**src/rtl/aes128_inv_sbox_pipe.sv**
```systemverilog
// -----------------------------------------------------------------------------
// aes128_inv_sbox_pipe
//   Three-stage pipelined inverse-SubBytes for the AES decryption round.
//   Every byte lane applies the inverse affine map and then inverts in
//   GF(2^8). The inversion runs in the tower field GF((2^4)^2), using
//   GF(2^4) mod x^4+x+1 and x^2+x+lambda with lambda = 0xC.
//   Valid/ready handshakes on both sides. Pipeline bubbles collapse.
//
//   Optional build macro AES128_INV_SBOX_FWD_EN adds the in_fwd port.
//   When in_fwd=1 the word skips the inverse affine and gets the forward
//   affine (+0x63) on exit, so the lane produces the forward S-box. The
//   mode bit travels down the pipe with its word.
//
// Ports (top):
//   in_clock  : clock, rising edge
//   in_reset  : synchronous active-high reset
//   in_valid  : upstream word valid
//   out_ready : unit accepts a word this cycle (combinational)
//   in_data   : NUM_BYTES input bytes, byte i = in_data[8i+7:8i]
//   in_fwd    : (macro only) 1 = forward S-box for this word
//   out_valid : result valid
//   in_ready  : downstream accepts the result this cycle
//   out_data  : result bytes, same lane order
// -----------------------------------------------------------------------------

// One byte lane: datapath registers of all three stages.
// Ports: clk_i/rst_i clock and sync reset, en_i[k] loads stage k+1,
//        fwd_s1_i / fwd_s3_i mode of the word entering S1 / S3,
//        byte_i input byte, byte_o registered result byte.
module aes128_inv_sbox_lane (
    input  logic       clk_i,
    input  logic       rst_i,
    input  logic [2:0] en_i,
    input  logic       fwd_s1_i,
    input  logic       fwd_s3_i,
    input  logic [7:0] byte_i,
    output logic [7:0] byte_o
);
    localparam logic [3:0] LAMBDA = 4'hC;

    function automatic logic [3:0] gf4_mul(input logic [3:0] a, input logic [3:0] b);
        logic [3:0] p;
        logic [3:0] aa;
        p  = '0;
        aa = a;
        for (int i = 0; i < 4; i++) begin
            if (b[i]) p = p ^ aa;
            aa = {aa[2:0], 1'b0} ^ (aa[3] ? 4'h3 : 4'h0);
        end
        return p;
    endfunction

    // Shared GF(2^4) inverter. inv(0) = 0, so a zero byte needs no special case.
    function automatic logic [3:0] gf4_inv(input logic [3:0] a);
        logic [3:0] r;
        case (a)
            4'h1: r = 4'h1;  4'h2: r = 4'h9;  4'h3: r = 4'hE;  4'h4: r = 4'hD;
            4'h5: r = 4'hB;  4'h6: r = 4'h7;  4'h7: r = 4'h6;  4'h8: r = 4'hF;
            4'h9: r = 4'h2;  4'hA: r = 4'hC;  4'hB: r = 4'h5;  4'hC: r = 4'hA;
            4'hD: r = 4'h4;  4'hE: r = 4'h3;  4'hF: r = 4'h8;
            default: r = 4'h0;
        endcase
        return r;
    endfunction

    // Tower-field product, with x^2 = x + lambda. Used only to build the basis maps.
    function automatic logic [7:0] t_mul(input logic [7:0] a, input logic [7:0] b);
        logic [3:0] hh;
        hh = gf4_mul(a[7:4], b[7:4]);
        return {hh ^ gf4_mul(a[7:4], b[3:0]) ^ gf4_mul(a[3:0], b[7:4]),
                gf4_mul(hh, LAMBDA) ^ gf4_mul(a[3:0], b[3:0])};
    endfunction

    // GF(2) linear map given by its 8 column bytes (column i = image of bit i).
    function automatic logic [7:0] lin(input logic [63:0] cols, input logic [7:0] x);
        logic [7:0] r;
        r = '0;
        for (int i = 0; i < 8; i++)
            if (x[i]) r = r ^ cols[8*i +: 8];
        return r;
    endfunction

    // Polynomial -> tower basis. Find a tower element beta that is a root of
    // x^8+x^4+x^3+x+1, then map x^i to beta^i. Any root gives a valid
    // isomorphism, and the S-box result does not depend on the root chosen.
    function automatic logic [63:0] calc_fwd_map();
        logic [63:0] cols;
        logic [7:0]  pw;
        logic        found;
        cols  = '0;
        found = 1'b0;
        for (int c = 1; c < 256; c++) begin
            if (!found) begin
                pw = 8'h01;
                for (int i = 0; i < 8; i++) begin
                    cols[8*i +: 8] = pw;
                    pw = t_mul(pw, 8'(c));
                end
                if ((pw ^ cols[39:32] ^ cols[31:24] ^ cols[15:8] ^ cols[7:0]) == 8'h00)
                    found = 1'b1;
            end
        end
        return cols;
    endfunction

    // Inverse basis change, found by searching for the preimage of each unit vector.
    function automatic logic [63:0] calc_inv_map(input logic [63:0] fwd);
        logic [63:0] inv;
        inv = '0;
        for (int q = 0; q < 256; q++)
            for (int j = 0; j < 8; j++)
                if (lin(fwd, 8'(q)) == (8'h01 << j)) inv[8*j +: 8] = 8'(q);
        return inv;
    endfunction

    function automatic logic [7:0] inv_affine(input logic [7:0] x);
        return {x[6:0], x[7]} ^ {x[4:0], x[7:5]} ^ {x[1:0], x[7:2]} ^ 8'h05;
    endfunction

    function automatic logic [7:0] fwd_affine(input logic [7:0] x);
        return x ^ {x[6:0], x[7]} ^ {x[5:0], x[7:6]} ^ {x[4:0], x[7:5]}
                 ^ {x[3:0], x[7:4]} ^ 8'h63;
    endfunction

    localparam logic [63:0] MAP     = calc_fwd_map();
    localparam logic [63:0] INV_MAP = calc_inv_map(MAP);

    logic [3:0] ah1_q, al1_q, d1_q;
    logic [3:0] ah2_q, al2_q, di2_q;
    logic [7:0] out_q;

    logic [7:0] y1, t1, b3;
    logic [3:0] d1_d, di2_d, oh3, ol3;
    logic [7:0] out_d;

    always_comb begin
        // S1: affine (or identity for forward mode), basis change, norm d
        y1   = fwd_s1_i ? byte_i : inv_affine(byte_i);
        t1   = lin(MAP, y1);
        d1_d = gf4_mul(gf4_mul(t1[7:4], t1[7:4]), LAMBDA)
             ^ gf4_mul(t1[7:4], t1[3:0])
             ^ gf4_mul(t1[3:0], t1[3:0]);
        // S2: invert the norm
        di2_d = gf4_inv(d1_q);
        // S3: (ah*x + al)^-1 = ah*d^-1 * x + (ah^al)*d^-1, then back to polynomial basis
        oh3   = gf4_mul(ah2_q, di2_q);
        ol3   = gf4_mul(ah2_q ^ al2_q, di2_q);
        b3    = lin(INV_MAP, {oh3, ol3});
        out_d = fwd_s3_i ? fwd_affine(b3) : b3;
    end

    always_ff @(posedge clk_i) begin
        if (rst_i) begin
            ah1_q <= '0; al1_q <= '0; d1_q  <= '0;
            ah2_q <= '0; al2_q <= '0; di2_q <= '0;
            out_q <= '0;
        end else begin
            if (en_i[0]) begin
                ah1_q <= t1[7:4];
                al1_q <= t1[3:0];
                d1_q  <= d1_d;
            end
            if (en_i[1]) begin
                ah2_q <= ah1_q;
                al2_q <= al1_q;
                di2_q <= di2_d;
            end
            if (en_i[2]) out_q <= out_d;
        end
    end

    assign byte_o = out_q;
endmodule

module aes128_inv_sbox_pipe #(
    parameter int NUM_BYTES = 4
) (
    input  logic                   in_clock,
    input  logic                   in_reset,
    input  logic                   in_valid,
    output logic                   out_ready,
`ifdef AES128_INV_SBOX_FWD_EN
    input  logic                   in_fwd,
`endif
    input  logic [8*NUM_BYTES-1:0] in_data,
    output logic                   out_valid,
    input  logic                   in_ready,
    output logic [8*NUM_BYTES-1:0] out_data
);
    logic [3:1] vld_q, vld_d;
    logic       adv1, adv2, adv3;
    logic [2:0] en;
    logic       fwd_s1, fwd_s3;

    // A stage loads when the stage after it is empty or is moving on. Data
    // enables also need a valid source, so held or empty stages keep their contents.
    always_comb begin
        adv3  = !vld_q[3] | in_ready;
        adv2  = !vld_q[2] | adv3;
        adv1  = !vld_q[1] | adv2;
        vld_d = vld_q;
        if (adv1) vld_d[1] = in_valid;
        if (adv2) vld_d[2] = vld_q[1];
        if (adv3) vld_d[3] = vld_q[2];
        en    = {adv3 & vld_q[2], adv2 & vld_q[1], adv1 & in_valid};
    end

    always_ff @(posedge in_clock) begin
        if (in_reset) vld_q <= '0;
        else          vld_q <= vld_d;
    end

`ifdef AES128_INV_SBOX_FWD_EN
    logic fwd1_q, fwd2_q;
    always_ff @(posedge in_clock) begin
        if (in_reset) begin
            fwd1_q <= 1'b0;
            fwd2_q <= 1'b0;
        end else begin
            if (en[0]) fwd1_q <= in_fwd;
            if (en[1]) fwd2_q <= fwd1_q;
        end
    end
    assign fwd_s1 = in_fwd;
    assign fwd_s3 = fwd2_q;
`else
    assign fwd_s1 = 1'b0;
    assign fwd_s3 = 1'b0;
`endif

    aes128_inv_sbox_lane u_lane [NUM_BYTES-1:0] (
        .clk_i    (in_clock),
        .rst_i    (in_reset),
        .en_i     (en),
        .fwd_s1_i (fwd_s1),
        .fwd_s3_i (fwd_s3),
        .byte_i   (in_data),
        .byte_o   (out_data)
    );

    assign out_ready = adv1;
    assign out_valid = vld_q[3];
endmodule

```
**config.mk**
```make
export PLATFORM = sky130hd
export DESIGN_NAME = aes128_inv_sbox_pipe
export DESIGN_NICKNAME = d
export VERILOG_FILES = /design/src/rtl/aes128_inv_sbox_pipe.sv
export SDC_FILE = /design/constraint.sdc
export NUM_CORES = 1
export LEC_CHECK = 0
export ABC_AREA = 1
export ABC_CLOCK_PERIOD_IN_PS = 3300
export CORE_MARGIN = 4
export CORE_UTILIZATION = 40
export DETAILED_ROUTE_END_ITERATION = 7
export GPL_ROUTABILITY_DRIVEN = 0
export PLACE_DENSITY = 0.57
export SLEW_MARGIN = 40
export SYNTH_ARGS = -nofsm -noshare
export SYNTH_HDL_FRONTEND = slang
export SYNTH_HIERARCHICAL = 1
export SYNTH_SLANG_ARGS = --single-unit
```
**constraint.sdc**
```tcl
create_clock -name in_clock -period 3.3 [get_ports in_clock]
set_clock_uncertainty 0.05 [all_clocks]
set_input_delay 0.33 -clock in_clock [delete_from_list [all_inputs] [get_ports in_clock]]
set_output_delay 0.33 -clock in_clock [all_outputs]
set_load 0.005 [all_outputs]
```
After elaboration in Yosys (flattened, before gate mapping)
Memory sizes are Yosys's and may differ from the RTL's. A register that Yosys moved wholly into a read port is not among the register bits.
Index checks and enable logic that the tools add are counted.
- bits in registers: 115
- bits in latches: 0
- RAM bits: 0
- bits in read-only memories: 256
- bits of input ports: 36
- output and inout port bits: 34
- memories kept: 4
- memories (memory ; words ; bits a word ; rd ports ; clocked after memory_dff ; wr ports ; line ; RTL):
    (name not given) ; 16 ; 4 ; 1 ; 1 ; 0 ; 56 ; case (a)
    (name not given) ; 16 ; 4 ; 1 ; 1 ; 0 ; 56 ;
    (name not given) ; 16 ; 4 ; 1 ; 1 ; 0 ; 56 ;
    (name not given) ; 16 ; 4 ; 1 ; 1 ; 0 ; 56 ;
- add/sub/neg operators: 0
- multipliers: 0
- divide/modulo/power cells: 0
- magnitude comparators: 0
- equal/unequal tests: 0
- shift-type cells: 0
- muxes and demuxes: 204
- bitwise logic cells: 210
- reductions and logical operators: 3
- operators by type and width (kind ; count):
    $xor 4x4->4 ; 135
    $mux 4 ; 80
    $mux 8 ; 20
    $mux 2 ; 64
    $mux 7 ; 16
    $mux 6 ; 16
    $not 4->4 ; 16
    $xor 8x8->8 ; 8
    $not 2->2 ; 12
    $not 6->6 ; 4
    $not 4->5 ; 4
    $not 5->5 ; 4
    $not 1->2 ; 8
    $not 1->4 const A ; 4
    $not 2->3 ; 4
    $not 3->3 ; 4
    $mux 1 ; 8
    $xor 4x2->4 ; 1
    $and 1x1->1 ; 3
    $logic_not 1->1 ; 3
    $or 1x1->1 ; 3

Longest topological paths before layout
Gate-level depths: netlist of run 1.
- depth after elaboration: 35
- depth in mapped cells: 26
- mapped depth without buffers: 26

By module
Netlist of run 1, hierarchy kept.
- by module, submodules not included (module ; instances ; cells an instance ; area an instance (µm²)):
    aes128_inv_sbox_lane (u_lane[1]) ; 1 ; 661 ; 3766.1
    aes128_inv_sbox_lane (u_lane[2]) ; 1 ; 629 ; 3574.7
    aes128_inv_sbox_lane (u_lane[0]) ; 1 ; 635 ; 3543.4
    aes128_inv_sbox_lane (u_lane[3]) ; 1 ; 540 ; 3254.4
    aes128_inv_sbox_pipe ; 1 ; 19 ; 138.9

Least setup slack after synthesis of run 1
OpenSTA, ideal clock, no wires.
- path kind: input-to-reg
- start point: in in_data[29]
- end point: reg u_lane[3].d1_q[2]
- library setup time: 0.109 ns
- arrival time: 2.326 ns
- required time: 3.141 ns
- slack: 0.815 ns
- cell stages on the path: 15
- buffers on the path: 0
- path through: inv_1 nand2_1 nand2_1 xor2_1 o21ai_0 xor2_1 ha_1 xor2_1 o21ai_0 xnor2_1 inv_1 nand2_1 nand3_1 nand2_1 inv_1
- word-level cells in the longest chain between the ends: 21
- elaborated cells between the ends (all ways): 55
- ends and longest elaborated chain (what ; line ; RTL):
    start: declaration ; 185 ; input logic [8*NUM_BYTES-1:0] in_data,
    $xor 8x8->8 * (2 in series) ; 117 ; return {x[6:0], x[7]} ^ {x[4:0], x[7:5]} ^ {x[1:0], x[7:2]} ^ 8'h05;
    $not 2->2 (no source line) * ; n/a ;
    $mux 1 * ; 79 ; if (x[i]) r = r ^ cols[8*i +: 8];
    $not 1->2 (no source line) ; n/a ;
    $mux 6 * ; 79 ;
    $mux 7 * (2 in series) ; 79 ;
    $mux 6 * ; 79 ;
    $mux 8 * ; 79 ;
    (+2 left out) ; n/a ;
    named net u_lane[3].t1[0] ; 132 ; logic [7:0] y1, t1, b3;
    (+1 left out) ; n/a ;
    $xor 4x4->4 ; 47 ; if (b[i]) p = p ^ aa;
    $mux 4 ; 47 ;
    $xor 4x4->4 ; 47 ;
    $mux 4 ; 47 ;
    $xor 4x4->4 ; 47 ;
    $mux 4 ; 47 ;
    $xor 4x4->4 ; 141 ; ^ gf4_mul(t1[7:4], t1[3:0])
    $xor 4x4->4 * ; 142 ; ^ gf4_mul(t1[3:0], t1[3:0]);
    end signal: assignment ; 154 ; ah1_q <= '0; al1_q <= '0; d1_q <= '0;
    end signal: assignment ; 161 ; d1_q <= d1_d;
    end: declaration ; 128 ; logic [3:0] ah1_q, al1_q, d1_q;
Mark *: on every way through the listed nets, which the timed path passes. The rest lies on a longest branch.
A chain may end at the register's enable or synchronous reset.

Final worst setup path of run 1
- start point: in in_data[28]
- end point: reg u_lane[3].d1_q[0]
- word-level cells in the longest chain between the ends: 23
- elaborated cells between the ends (all ways): 54
- ends and longest elaborated chain (what ; line ; RTL):
    $xor 8x8->8 * ; 117 ;
    $not 2->2 (no source line) ; n/a ;
    $mux 7 ; 79 ;
    $not 4->4 (no source line) ; n/a ;
    $mux 7 ; 79 ;
    $not 4->5 (no source line) ; n/a ;
    $mux 8 ; 79 ;
    $not 4->4 (no source line) ; n/a ;
    (+6 left out) ; n/a ;
    $xor 4x4->4 ; 47 ;
    $mux 4 ; 47 ;
    $xor 4x4->4 (2 in series) ; 48 ; aa = {aa[2:0], 1'b0} ^ (aa[3] ? 4'h3 : 4'h0);
    $mux 2 ; 48 ;
    $xor 4x4->4 ; 48 ;
    $xor 4x4->4 ; 47 ;
    $xor 4x4->4 ; 141 ;
    $xor 4x4->4 * ; 142 ;
Every way passes the cells marked *; elsewhere a longest branch is shown, timed or not.

==> run metrics, run 1 <==
status completed; Avg Cell Area, Syn 5.75 um^2; Min-Delay Path Depth 2; DP Cell Count approximately 3000; HP Start in_reset; setup TNS 0 ns; ant diodes 0; DIE AREA between 30000 and 40000 um^2; total track usage between 15 and 20%; Final setup viols 0; CTS tree yes; Syn Std Cell Area between 10000 and 15000 um^2; final worst path period need between 2 and 3 ns; R2R Path Start u_lane[3]/ah2_q[2]$_SDFFE_PP0P_; maximum fanout along the worst path 5; clk_lat worst skew between 0.4 and 0.5 ns; Synth area leader nand2_1; HPWL after DPL roughly 28000 um; Cells after Synth about 2500; post-cts sizing count 0; Fillers 3741; RSZ-0062 raised after global routing no; Hold EP u_lane[0]/di2_q[0]$_SDFFE_PP0P_; Synth Area in Adders between 2 and 3%; WL final approximately 35000 um; reg2reg end u_lane[3]/byte_o[6]$_SDFFE_PP0P_; Leakage 8.28 nW; XOR/XNOR Fraction of Synth Area around 11%; Vias/cell between 4 and 5; setup bufs post-CTS 0; CP dominant cell by count nand2_1; worst setup path class in2reg; portion of netlist area occupied by mux cells 0.0701%; worst endpoint required time 3.59 ns; # hold bufs at CTS 0; CTS sink cnt 131; initial core utilization about two fifths; simple logic cell fraction of the synthesized area about 45%; Post-synth EDFFs 0; sequential fraction of the synthesis area around 18%; DRC viols 0; Synth Area in Compound Gates around an eighth; initial DRC count between 600 and 700; Netlist cell types 53; Setup crit start in_data[28]; r2r setup slk 0.69 ns; slowest CP cell clkdlybuf4s50_1; MaxCap Viol Count 0; total gr overflow 0; DR pass1 iterations 5; I/O Buffers 69; multi-input logic area approximately 10000 um^2; ys flop type dfxtp_1; ys async rst share 0%; main combinational cell family by area after synthesis simple AND/OR/NAND/NOR gates; Synth area leaders nand2_1 25%, dfxtp_1 18%, nand3_1 9.3%; hold crit path type in2reg; Final period util 82.7%; FF+latch count, synth about 130; Worst-Margin Slew between 0.7 and 0.8 ns; final antenna-violating net count 0; synth warn 6; max-slew violations 0; vias in the first global route 13600; f_max ~0.37 GHz; first-pass GRT wire length just over 60000 um; nets@finish about 2600; Critical Path AT between 3 and 4 ns; VDD IR-drop max around 400 uV; CP endpoint kind flip-flop; H-tree levels 4; r2r worst-path depth 16; crit path cell chain clkdlybuf4s50_1 > inv_1 > nand2_1 > nand2_1 > nand2_1 > nand3_1 > nand2_1 > xor2_1 > nand2_1 > nand2_1 > nand2_1 > xor2_1 > xor2_1 > or2_1 > nand3b_1 > nand3_1 > nand2_1 > inv_1; power density over the cells 481 nW/um^2; die height 197 um; Via Count about 15000; Avg WL per Cell around 12 um; Final Non-Filler Cells around 3000; layout cells sized above 1 under 10%; Relative slew margins 50.7%; chip width between 150 and 200 um; Worst Setup Start Kind input port; P&R area growth vs syn 12.7%; Clock transition at path regs approximately 0.06 ns; Worst Hold Slack about 0.31 ns; clk buf depth 2; cts bufs inserted 17; IO Pins 70; pin count of the biggest net entering global routing just under 70; initial antenna violation count 0; Core Region 34900 um^2; Yosys top cell area share between 20% and 30%; FP Rows around 70; final hold violation count 0; FF+latch area 2620 um^2; root buf cell clkbuf_16; CP peak stage delay roughly 0.55 ns
==> sequential cells by signal, indices dropped and copies added, names as in the netlist <==
register       cells
u_lane/ah1_q      16
u_lane/d1_q       16
vld_q              3
u_lane/al2_q      16
u_lane/byte_o     32
u_lane/al1_q      16
u_lane/di2_q      16
u_lane/ah2_q      16
==> worst max path at each step <==
stage	end	slack (ns)
final	u_lane[3]/d1_q[0]$_SDFFE_PP0P_	0.57
after global routing	u_lane[1]/d1_q[2]$_SDFFE_PP0P_	0.27
after CTS	u_lane[3]/d1_q[0]$_SDFFE_PP0P_	0.61
after detailed placement	u_lane[3]/d1_q[0]$_SDFFE_PP0P_	0.14
after global placement	u_lane[3]/d1_q[0]$_SDFFE_PP0P_	0.17
after floorplan	u_lane[3]/d1_q[2]$_SDFFE_PP0P_	0.82
==> kinds of logic after synthesis <==
logic type,count (synthesis)
and+or+nand+nor,1468
DFF,131
buffers and inverters,390
AOI/OAI and AO/OA,303
xor gates and xnor gates,158
other,1
muxes,1
adders and majority gates,32
==> layout make-up <==
| class | count | share of cell area [%] |
|---|---|---|
| sequential | 131 | 16.3 |
| clock inverter | 15 | 1.57 |
| timing repair buffer | 86 | 5.21 |
| clock buffer | 17 | 2.64 |
| tap | 455 | 3.54 |
| inverter | 324 | 7.60 |
| multi-input combinational | 1980 | 63.1 |
==> critical path: cells and delay by family <==
| kind | cells | cell delay (ns) |
|---|---|---|
| simple gates | 12 | 1.39 |
| xor+xnor | 3 | 0.61 |
| buf+inv | 3 | 0.67 |
==> metrics by stage <==
stage / instance area, um^2 / power, mW / setup slack, ns / utilization [%]
2_1_floorplan: 14300 / 4.80 / 0.815 / -
3_3_place_gp: 15400 / 5.48 / 0.169 / 44.2
3_5_place_dp: 15400 / 5.53 / 0.140 / 44.2
4_1_cts: 16100 / 7.78 / 0.608 / 46.1
5_1_grt: 16100 / 8.43 / 0.274 / 46.1
6_report: 16100 / 7.73 / 0.570 / 46.1
==> metal layers <==
layer	wire length [um]	GRT usage (%)	vias up	part of all wire [%]
met5	0	0	-	0
met4	471	4.62	0	1.3
met3	965	2.62	33	2.7
met2	16600	31.5	196	47
met1	17100	24.1	6570	49
li1	-	-	7911	-
==> Yosys cell counts, types with 3 or more instances <==
cell type,instances
o21ai_0,99
o31ai_1,8
o211ai_1,35
o21ai_1,16
xor2_1,80
dfxtp_1,131
inv_2,42
nand3_1,265
buf_4,10
nand3b_1,14
a211oi_1,4
o21ai_2,9
a31oi_1,6
xnor2_1,56
xor2_2,9
nand2_4,12
xnor2_2,10
buf_6,4
nand4_1,5
nor2_4,3
a311o_1,4
or2_1,6
inv_1,277
inv_4,3
buf_2,18
nor2_1,106
clkbuf_1,30
nand2_1,954
or2_2,4
nand2_2,75
ha_1,32
nor2_2,8
a21oi_2,6
a21oi_1,112
nand3_2,8
==> power breakdown <==
group	switching, mW	internal (mW)	leakage (nW)	total (mW)
logic	2.29	1.33	6.88	3.61
registers	0.182	1.74	1.08	1.92
clock network	0.778	1.42	0.324	2.20
total	3.25	4.49	8.28	7.73
==> layout by cell type, fill, tap and decap left out, types with 8 or more instances in the layout <==
cell type / instances
conb_1: 18
xor2_1: 80
nand2_1: 954
o31ai_1: 8
nand2_4: 12
ha_1: 32
o21ai_1: 16
dfxtp_1: 131
xnor2_2: 10
clkbuf_16: 17
o21ai_2: 9
inv_2: 43
nand3_2: 8
xor2_2: 9
xnor2_1: 56
nand3b_1: 14
inv_1: 276
nor2_1: 106
o21ai_0: 99
buf_4: 15
a21oi_1: 111
o211ai_1: 35
nand2_2: 75
nand3_1: 265
nor2_2: 8
clkdlybuf4s50_1: 68
Note: power is estimated with default switching activity, not from simulation.
==> run 2: changes to the inputs <==
--- a/config.mk
+++ b/config.mk
@@ -6,7 +6,7 @@
 export NUM_CORES = 1
 export LEC_CHECK = 0
 export ABC_AREA = 1
-export ABC_CLOCK_PERIOD_IN_PS = 3300
+export ABC_CLOCK_PERIOD_IN_PS = 2700
 export CORE_MARGIN = 4
 export CORE_UTILIZATION = 40
 export DETAILED_ROUTE_END_ITERATION = 7
==> constraint.sdc (replaced) <==
create_clock -name in_clock -period 2.7 [get_ports in_clock]
set_clock_uncertainty 0.05 [all_clocks]
set_input_delay 0.27 -clock in_clock [delete_from_list [all_inputs] [get_ports in_clock]]
set_output_delay 0.27 -clock in_clock [all_outputs]
set_load 0.005 [all_outputs]
==> run 2 against run 1 <==
  * Non-clock buffer count up 150
  * Count of clock-buffer cells in the layout grew 1
  * Clock power increased by 14%
  * Final cell count rose by 5.0%
  * Worst hold slack worse by 0.0029 ns
  * Design area is 7.0% higher
  * Die area is the same
  * Power rose by 25%
  * Setup slack lost 0.32 ns
  * Sequential share of layout area fell by 1.1 points
  * Critical path type unchanged
  * Largest power group unchanged
  * Highest routed layer unchanged
==> run metrics, run 2 (synthesized netlist as in run 1, its figures left out) <==
DIE AREA 38800 um^2 (unchanged); Relative slew margins 51.3% (+0.61 points); Final Util 49.4% (+3.2 points); clk buf depth 2 (unchanged); Largest register FFs 32 (unchanged); Via Count 15100 (+2.8%); pin count of the biggest net entering global routing 44 (-36%); f_max between 0.4 and 0.5 GHz; total track usage 18.6% (+0.35 points); crit path cell chain clkdlybuf4s50_1 > inv_2 > nand2_1 > nand3_1 > nand2_1 > o21ai_2 > xor2_1 > nand2_1 > nand2_2 > ha_1 > inv_1 > nand2_1 > nand2_1 > nand3_1 > nand3_1 > nand2_1 > nand2_1 > nand2_1 > nand2_1 > nand2_1 > nor2_1 > nor2_1; CP dominant cell by count nand2_1; most frequent cells in the layout 950 x nand2_1, 276 x inv_1, 265 x nand3_1; DR pass1 iterations 5 (unchanged); worst endpoint required time 2.97 ns (-0.62 ns); maximum fanout along the worst path 4 (-1); worst setup path class in2reg; Worst Hold Slack 0.306 ns (-0.00287 ns); Avg WL per Cell 11.4 um (-2.6%); reg2reg end u_lane[3]/byte_o[5]$_SDFFE_PP0P_; FP Rows 68 (unchanged); area of placed instances 16500 um^2 (+7.3%); cts bufs inserted 17 (unchanged); Worst-Margin Slew 0.730 ns (-0.00910 ns); die height 197 um (unchanged); final instance area 17200 um^2 (+7.0%); RSZ-0062 raised after global routing yes; ant diodes 0 (unchanged); Leakage 9.12 nW (+10%); vias in the first global route 14400 (+6.3%); Core Region 34900 um^2 (unchanged); Clock transition at path regs 0.06 ns (about the same); root buf cell clkbuf_16; Worst Setup Start Kind input port; Hold EP u_lane[1]/byte_o[0]$_SDFFE_PP0P_; initial antenna violation count 0 (unchanged); CTS sink cnt 131 (unchanged); CP endpoint kind flip-flop; HP Start in_reset; nets@finish 2758 (+5.8%); initial DRC count 636 (-6.5%); final hold violation count 0 (unchanged); layout cells sized above 1 15.0% (+5.3 points); CP peak stage delay 0.48 ns (-0.07 ns); VDD IR-drop max 472 uV (+18%); initial core utilization 40.9% (unchanged); CTS tree yes; Worst Setup Slack, final 0.247 ns (-0.322 ns); Final period util ~91%; R2R Path Start u_lane[3]/ah2_q[1]$_SDFFE_PP0P_; Min-Delay Path Depth 2 (unchanged); slowest CP cell clkdlybuf4s50_1; total chip power 9.65 mW (+25%); power density over the cells 560 nW/um^2 (+17%); DRC viols 0 (unchanged); total gr overflow 0 (unchanged); H-tree levels 4 (unchanged); WL final 35900 um (+2.2%); chip width 197 um (unchanged); MaxCap Viol Count 0 (unchanged); Final setup viols 0 (unchanged); final antenna-violating net count 0 (unchanged); most common cell after layout, fill and taps aside nand2_1; first-pass GRT wire length 63500 um (+2.6%); HPWL after DPL 28800 um (+4.5%); Vias/cell 4.79 (-2.0%); r2r setup slk 0.29 ns (-0.40 ns); pre-CTS setup slack -0.264 ns (-0.404 ns); max-slew violations 0 (unchanged); clk_lat worst skew 0.43 ns (about the same); r2r worst-path depth 17 (+1); # hold bufs at CTS 0 (unchanged); I/O Buffers 69 (unchanged); hold crit path type in2reg; Critical Path AT 2.72 ns (-0.30 ns); P&R area growth vs syn 20.7%; IO Pins 70 (unchanged); final worst path period need roughly 2.5 ns; status completed
-- run 2: changes by cell type in the layout (fill, tap and decap cells not counted), sizes merged --
cell and delta:
clkinvlp -2, clkbuf +1, clkinv -1, bufinv -3, buf +150, inv +5, dlymetal6s2s +14, clkdlybuf4s50 -14
-- run 2: how the worst max path moves through the flow --
stage                                         start                               end  slack, ns  cells past startpoint
finish                                  in_data[23]    u_lane[2]/d1_q[2]$_SDFFE_PP0P_       0.25                     22
CTS                 u_lane[3]/ah2_q[2]$_SDFFE_PP0P_  u_lane[3]/byte_o[5]$_SDFFE_PP0P_       0.15                     15
detailed placement                      in_data[28]    u_lane[3]/d1_q[2]$_SDFFE_PP0P_      -0.26                     25
global route                            in_data[26]    u_lane[3]/d1_q[2]$_SDFFE_PP0P_      -0.02                     27
global placement                        in_data[29]    u_lane[3]/d1_q[2]$_SDFFE_PP0P_      -0.19                     20
floorplan                               in_data[29]    u_lane[3]/d1_q[2]$_SDFFE_PP0P_       0.28                     15
-- run 2: report_power, final --
group,internal [mW],switching (mW),total (mW)
clock,1.51,0.995,2.51
sequential,2.12,0.208,2.33
combinational,1.92,2.89,4.81
total,5.56,4.09,9.65
-- run 2: final cells by class --
type                    instances  area, um^2
multi-input cells            1980       10200
well taps                     455         569
flip-flops and latches        131        2630
fillers                      3702       17700
inverters                     324        1220
clock inverters                14         191
clock buffers                  18         439
repair buffers                236        2000
-- run 2: repair_timing --
item,CTS,global route
resized for setup,0,23
endpoints found under the setup margin,0,12
setup buffers,0,1
-- run 2: per-stage QoR --
step	TNS, ns	cells
after floorplan	0	2501
after global placement	-1.41	3125
after detailed placement	-2.49	3125
after CTS	0	3157
after global routing	-0.0350	3158
final	0	3158
-- run 2: worst max-delay path: cells and delay by family --
| family | cells | cell delay, ns |
|---|---|---|
| AND/OR/NAND/NOR | 16 | 1.10 |
| AO/OA/AOI/OAI | 1 | 0.21 |
| buffers and inverters | 3 | 0.67 |
| adder cells (fa/ha/maj) | 1 | 0.27 |
| XOR/XNOR | 1 | 0.21 |
-- run 2: metal layers --
layer / GRT usage [%] / share of wire, %
met2: 32.7 / 47
met3: 2.63 / 2.2
met5: 0 / 0
met4: 3.72 / 0.99
met1: 24.5 / 49
==> run 3: changes to the inputs <==
--- a/config.mk
+++ b/config.mk
@@ -12,6 +12,7 @@
 export DETAILED_ROUTE_END_ITERATION = 7
 export GPL_ROUTABILITY_DRIVEN = 0
 export PLACE_DENSITY = 0.57
+export SKIP_LAST_GASP = 1
 export SLEW_MARGIN = 40
 export SYNTH_ARGS = -nofsm -noshare
 export SYNTH_HDL_FRONTEND = slang
==> results of run 3 <==
Final layout, timing and power as in run 2 (identical DEF).
